==> src/rtl/audio_clkgen.sv <==
// audio_clkgen: divides the master clock into BCLK and LRCK/frame sync for
// 2-channel (L/R) or N-channel TDM serial audio framing.
// Starting and stopping happen only at frame boundaries, so no partial frame
// is ever emitted.
// Optional build macro: AUDIO_CLKGEN_I2S_DELAY_EN moves every LRCK edge one
// BCLK period earlier. This gives the I2S MSB delay in L/R mode and DSP mode A
// in TDM mode.
`timescale 1ns/1ps
module audio_clkgen #(
  parameter int MCLK_DIV  = 8,
  parameter int SLOT_BITS = 32,
  parameter int CHANNELS  = 2,
  localparam int SLOT_W   = (CHANNELS > 1) ? $clog2(CHANNELS) : 1,
  localparam int BIT_W    = (SLOT_BITS > 1) ? $clog2(SLOT_BITS) : 1
) (
  input  logic              mclk_in,
  input  logic              rst,
  input  logic              en,
  output logic              running,
  output logic              bclk,
  output logic              lrck,
  output logic              bit_strobe,
  output logic              frame_strobe,
  output logic [SLOT_W-1:0] slot_idx,
  output logic [BIT_W-1:0]  bit_idx
);

  localparam int DIV_W = $clog2(MCLK_DIV);

  typedef enum logic [1:0] {IDLE, RUN, STOPPING} state_t;

  state_t            state;
  logic [DIV_W-1:0]  div_cnt;
  logic [BIT_W-1:0]  bit_cnt;
  logic [SLOT_W-1:0] slot_cnt;
  logic              div_last;
  logic              bit_last;
  logic              slot_last;
  logic              frame_last;
  logic              lrck_next;
`ifdef AUDIO_CLKGEN_I2S_DELAY_EN
  logic              first_frame;
`endif

  // Wrap detection for the three cascaded counters
  always_comb begin
    div_last   = (div_cnt == DIV_W'(MCLK_DIV - 1));
    bit_last   = (bit_cnt == BIT_W'(SLOT_BITS - 1));
    slot_last  = (slot_cnt == SLOT_W'(CHANNELS - 1));
    frame_last = div_last && bit_last && slot_last;
  end

  // LRCK level for the bit currently held in the counters
  always_comb begin
    lrck_next = 1'b0;
`ifdef AUDIO_CLKGEN_I2S_DELAY_EN
    if (CHANNELS == 2) begin
      // Last bit of a slot already shows the level of the upcoming slot
      lrck_next = bit_last ? (slot_cnt == SLOT_W'(0)) : (slot_cnt == SLOT_W'(1));
    end else begin
      // Sync one bit ahead of slot 0; the very first frame has no
      // preceding bit, so it gets a truncated sync on bit 0 instead
      lrck_next = (bit_last && slot_last) ||
                  (first_frame && slot_cnt == SLOT_W'(0) && bit_cnt == BIT_W'(0));
    end
`else
    if (CHANNELS == 2) begin
      lrck_next = (slot_cnt == SLOT_W'(1));
    end else begin
      lrck_next = (slot_cnt == SLOT_W'(0)) && (bit_cnt == BIT_W'(0));
    end
`endif
  end

  // State machine, counters and registered outputs. The outputs show the
  // counter values of the previous cycle, so each output is a plain flop.
  always_ff @(posedge mclk_in or posedge rst) begin
    if (rst) begin
      state        <= IDLE;
      div_cnt      <= '0;
      bit_cnt      <= '0;
      slot_cnt     <= '0;
      running      <= 1'b0;
      bclk         <= 1'b0;
      lrck         <= 1'b0;
      bit_strobe   <= 1'b0;
      frame_strobe <= 1'b0;
      slot_idx     <= '0;
      bit_idx      <= '0;
`ifdef AUDIO_CLKGEN_I2S_DELAY_EN
      first_frame  <= 1'b0;
`endif
    end else begin
      if (state == IDLE) begin
        running      <= 1'b0;
        bclk         <= 1'b0;
        lrck         <= 1'b0;
        bit_strobe   <= 1'b0;
        frame_strobe <= 1'b0;
        slot_idx     <= '0;
        bit_idx      <= '0;
      end else begin
        running      <= 1'b1;
        bclk         <= (div_cnt >= DIV_W'(MCLK_DIV / 2));
        lrck         <= lrck_next;
        bit_strobe   <= (div_cnt == DIV_W'(0));
        frame_strobe <= (div_cnt == DIV_W'(0)) && (bit_cnt == BIT_W'(0)) &&
                        (slot_cnt == SLOT_W'(0));
        slot_idx     <= slot_cnt;
        bit_idx      <= bit_cnt;
      end

      case (state)
        IDLE: begin
          div_cnt  <= '0;
          bit_cnt  <= '0;
          slot_cnt <= '0;
          if (en) begin
            state <= RUN;
`ifdef AUDIO_CLKGEN_I2S_DELAY_EN
            first_frame <= 1'b1;
`endif
          end
        end
        default: begin
          div_cnt <= div_last ? '0 : div_cnt + DIV_W'(1);
          if (div_last) begin
            bit_cnt <= bit_last ? '0 : bit_cnt + BIT_W'(1);
            if (bit_last) begin
              slot_cnt <= slot_last ? '0 : slot_cnt + SLOT_W'(1);
            end
          end
`ifdef AUDIO_CLKGEN_I2S_DELAY_EN
          if (frame_last) begin
            first_frame <= 1'b0;
          end
`endif
          // A low request only takes effect when the frame completes
          if (frame_last && !en) begin
            state <= IDLE;
          end else begin
            state <= en ? RUN : STOPPING;
          end
        end
      endcase
    end
  end

endmodule

==> config.mk <==
export PLATFORM = sky130hd
export DESIGN_NAME = audio_clkgen
export DESIGN_NICKNAME = d
export VERILOG_FILES = /design/src/rtl/audio_clkgen.sv
export SDC_FILE = /design/constraint.sdc
export NUM_CORES = 1
export LEC_CHECK = 0
export ABC_CLOCK_PERIOD_IN_PS = 2900
export BUFFER_PORTS_ARGS = -buffer_cell sky130_fd_sc_hd__clkbuf_2
export CORE_MARGIN = 2
export CORE_UTILIZATION = 30
export CTS_BUF_LIST = sky130_fd_sc_hd__clkbuf_8
export DETAILED_ROUTE_END_ITERATION = 8
export GPL_ROUTABILITY_DRIVEN = 1
export PLACE_DENSITY = 0.54
export SYNTH_ARGS = -nofsm -noshare
export SYNTH_HDL_FRONTEND = slang
export SYNTH_SLANG_ARGS = --single-unit
==> constraint.sdc <==
create_clock -name mclk_in -period 2.9 [get_ports mclk_in]
set_clock_uncertainty 0.1 [all_clocks]
set_input_delay 0.58 -clock mclk_in [delete_from_list [all_inputs] [get_ports mclk_in]]
set_output_delay 0.58 -clock mclk_in [all_outputs]
set_load 0.03 [all_outputs]
; ---- Yosys cells after proc, flatten, opt, wreduce, memory -nomap -nowiden
; Index checks and enable logic that the tools add are counted.
; Widths: inputs -> output; s select.
[classes]
addsub = 3
order_cmp = 1
n_eq_ne = 3
mux = 19
bitwise_logic = 1
reduce_logical = 12
[ops]
columns = operator, count
row1 = $mux 5, 4
row2 = $mux 1, 9
row3 = $mux 2, 4
row4 = $mux 3, 2
row5 = $add 5x1->5 const B, 1
row6 = $eq 5x5->1 const B, 1
row7 = $logic_and 1x1->1, 5
row8 = $logic_not 5->1, 1
row9 = $reduce_bool 2->1, 2
row10 = $add 3x1->3 const B, 1
row11 = $eq 3x3->1 const B, 1
row12 = $ge 3x3->1 const B, 1
row13 = $logic_not 3->1, 1
row14 = $logic_not 2->1, 1
row15 = $ne 2x2->1 const B, 1
row16 = $reduce_and 2->1, 1
row17 = $add 1x1->1 const B, 1
row18 = $logic_not 1->1, 1
row19 = $not 1->1, 1
[totals]
ff_bits = 21
in_bits = 3

; ---- Longest topological paths before layout
[depth]
depth_word = 6
mapped_depth = 6
ltp_nobuf = 6

; ---- Worst setup path after synthesis
; No wires, ideal clock.
[synth_timing]
kind = reg-to-reg
from = register bit_cnt[0]
to = register bit_cnt[2]
setup_ns = 0.071
arrival_time_ns = 1.392
path_slack_ns = 1.336
path_stages_with_launch = 7
path_buffers = 0
cell_sequence = dfrtp_1 ha_1 and3_2 ha_1 and4bb_1 a21oi_1 nor2_1
[synth_via]
elab_chain_cells = 4
elab_cells_between_ends = 5
cone_classes = add/sub (1) / eq/ne (1) / mux (3)
[synth_rtl]
columns = element, line
row1 = from (decl), 34  ; logic [BIT_W-1:0] bit_cnt;
row2 = from (signal assigned), 128  ; bit_cnt <= bit_last ? '0 : bit_cnt + BIT_W'(1);
row3 = $add 5x1->5 / $eq 5x5->1 (equally long branches), "128, 48"
row4 = $mux 5 (*), 128
row5 = $mux 5 (*), 127  ; if (div_last) begin
row6 = $mux 5 (*), 113  ; case (state)
; Every way passes the cells marked *; elsewhere a longest branch is shown, timed or not. The select of a mux whose other input is x is not followed.
; A chain may end at the register's enable or synchronous reset.

; ---- Worst setup path in the final report
; Same ends and word-level chain as after synthesis.

==> summary.md <==
| Metric | Value |
|---|---|
| Final Hold Fails | 0 |
| Leakage | 0.5283 nW |
| Initial detailed-routing violation count | 9 |
| Max_slew headroom | 47.43% |
| Vias in the first global route | 497 |
| Ys Warns | 0 |
| Top cells by area, synth | dfrtp_1 (60%), ha_1 (8.6%), nor2b_1 (3.6%) |
| TritonCTS Buffers | 3 |
| Routed vias | 541 |
| H-tree depth | 1 |
| Final setup vio count | 0 |
| Post-layout net count | 97 |
| CTS tree | yes |
| Drt wl/cell | 11.42 µm |
| First-pass GRT wire length | 2339 µm |
| Finished Cell Area | 1006 µm² |
| TritonCTS Sinks | 21 |
| Final wirelength | 1348 µm |
| Cell with the most instances after synthesis | dfrtp_1 |
| Starting density of the core | 31.81% |
| DPL Wire Length | 923.3 µm |
| Clock root buffer | clkbuf_8 |
| Post-Syn Area | 877.1 µm² |
| Synthesized area per cell | 11.85 µm² |
| Synth area leader | dfrtp_1 |
| Highest ir drop seen on vdd | 0.0003892 V |
| RSZ-0062 raised after global routing | no |
| Post-CTS sizing | 0 |
| WS Path Type | reg2reg |
| Outcome | finished clean |
| Final period util | 58.67% |
| Layout Utilization | 36.48% |
| Mapped Cells | 74 |
| DRC | 0 |
| Pwr/cell area | 669.6 nW/µm² |
| Yosys top cell area share | 59.91% |
| EDFF count, synth | 0 |
| Unique masters post-synth | 26 |
| Port Buffers | 13 |
| Worst slew pin tran | 0.7876 ns |
| # diodes | 0 |
| Seq/Total Area, Yosys | 59.91% |
| FMAX | 587.7 MHz |
| Crit path arrival time | 1.79 ns |
| Post-CTS setup buffer count | 0 |
| Placed cell areas | 959.7 µm² |
| Grt ovf | 0 |
| CP Max Fanout | 6 |
| Area added between synthesis and finish | 14.69% |
| Pin count of the biggest net entering global routing | 22 |
| Gp weighted congestion | 0.6692 |
| # rows | 19 |
| Post-route ant nets | 0 |
| Fill count | 275 |
| # IOs | 14 |
| Type of element capturing the critical path | register |
| DIE AREA | 3372 µm² |
| Number of vias per cell | 4.585 |
| DIE HEIGHT | 58.07 µm |
| Share of cells above drive strength 1 | 25.29% |
| Max-cap viol count | 0 |
| DP Worst Slack | 1.228 ns |
| Synth async-reset ratio | 100.0% |
| Setup tns final | 0 ns |
| Worst Setup Start Kind | register |
| Final Max Tran Viols | 0 |
| Post-Syn Nets | 83 |
| Hold Buf Count CTS | 0 |
| Clk slew on worst S/H paths | 0.08 ns |
| CTS max path bufs | 2 |
| Min cycle time layout | 1.702 ns |
| Worst Setup Slack, final | 1.198 ns |
| Synth Register Bits | 21 |
| Later-pin clock latency in the skew report | 0.26 ns |
| Width of the die | 58.07 µm |
| Drt pass-1 iters | 4 |
| Top cells by instance count after synthesis | dfrtp_1 (21), ha_1 (6), inv_1 (6), nor2_1 (6), nor2b_1 (5) |
| Worst EP required | 2.99 ns |
| Global-route usage over all layers | 9.466% |
| Worst hold path class | in2async |
| Core ar. | 2758 µm² |
| Initial antenna violation count | 0 |
| Synth Flop Type | dfrtp_1 |
## path summary, 6_finish.rpt
path                                 start  slack [ns]  depth (start not counted)          to
worst max-delay path            bit_cnt[0]        1.20                          6  bit_cnt[2]
min in group mclk_in                    en        0.34                          1    state[0]
worst min register to register  div_cnt[0]        0.37                          1  div_cnt[0]
worst min-delay path                   rst        0.34                          2        bclk
worst max register to register  bit_cnt[0]        1.20                          6  bit_cnt[2]
max in group asynchronous              rst        1.87                          2  bit_cnt[4]
## routing by layer
layer	wire length, µm	track usage (%)	vias to the layer above
met4	21	3.987	0
met2	569	12.66	13
met3	81	4.688	5
li1	-	-	269
met1	675	12.89	254
met5	0	0	-
## registers in the layout (all words and copies together) (netlist names)
signal        cells
bclk              1
bit_cnt           5
bit_idx           5
bit_strobe        1
div_cnt           3
frame_strobe      1
lrck_next         1
running           1
slot_idx          1
state             2
## cell usage in the layout (no fill, tap or decap), drive strengths merged
cell and count:
nor2 7, clkbuf 16, a21oi 3, and3 2, nand3b 1, and4bb 1, mux2i 2, nor2b 6
or4b 1, nand2 3, o21ai 2, a311oi 1, inv 7, dfrtp 21, nor3b 3, clkinv 1
xor2 1, nand3 1, nor3 2, ha 6
## kinds of logic (layout without fill, tap and decap cells)
family,after synthesis,count (layout),synth area share [%]
AOI/OAI and AO/OA,6,6,3.851
DFF,21,21,59.91
xor gates and xnor gates,1,1,0.9988
adders and majority gates,6,6,8.559
and+or+nand+nor,27,27,18.97
buffers and inverters,11,24,5.420
muxes,2,2,2.283
## worst max-delay path, cell delays in order (launching register included)
cell	delay, ns
dfrtp_1	0.43
ha_1	0.23
and3_2	0.21
ha_1	0.24
and4bb_1	0.28
a21oi_1	0.04
nor2_1	0.10
## through the flow
stage | instances | hold WS, ns | total power [mW]
floorplan | 74 | 0.3374 | 0.4540
global placement | 114 | 0.3528 | 0.4884
detailed placement | 114 | 0.3632 | 0.4930
CTS | 118 | 0.3339 | 0.6845
global route | 118 | 0.3333 | 0.7160
finish | 118 | 0.3387 | 0.6736
## power by group
group | switching [mW] | internal, mW
Sequential | 0.0180 | 0.331
Clock | 0.0946 | 0.0957
Combinational | 0.0845 | 0.0501
Total | 0.197 | 0.476
## layout make-up
type / count / area (µm²) / area share [%]
clock buffers: 3 / 41.29 / 4.104
clock inverters: 1 / 5.005 / 0.4975
inverters: 7 / 26.28 / 2.612
multi-input cells: 42 / 304.0 / 30.22
flip-flops and latches: 21 / 525.5 / 52.24
well taps: 31 / 38.79 / 3.856
repair buffers: 13 / 65.06 / 6.468
(Power assumes the default switching activity.)
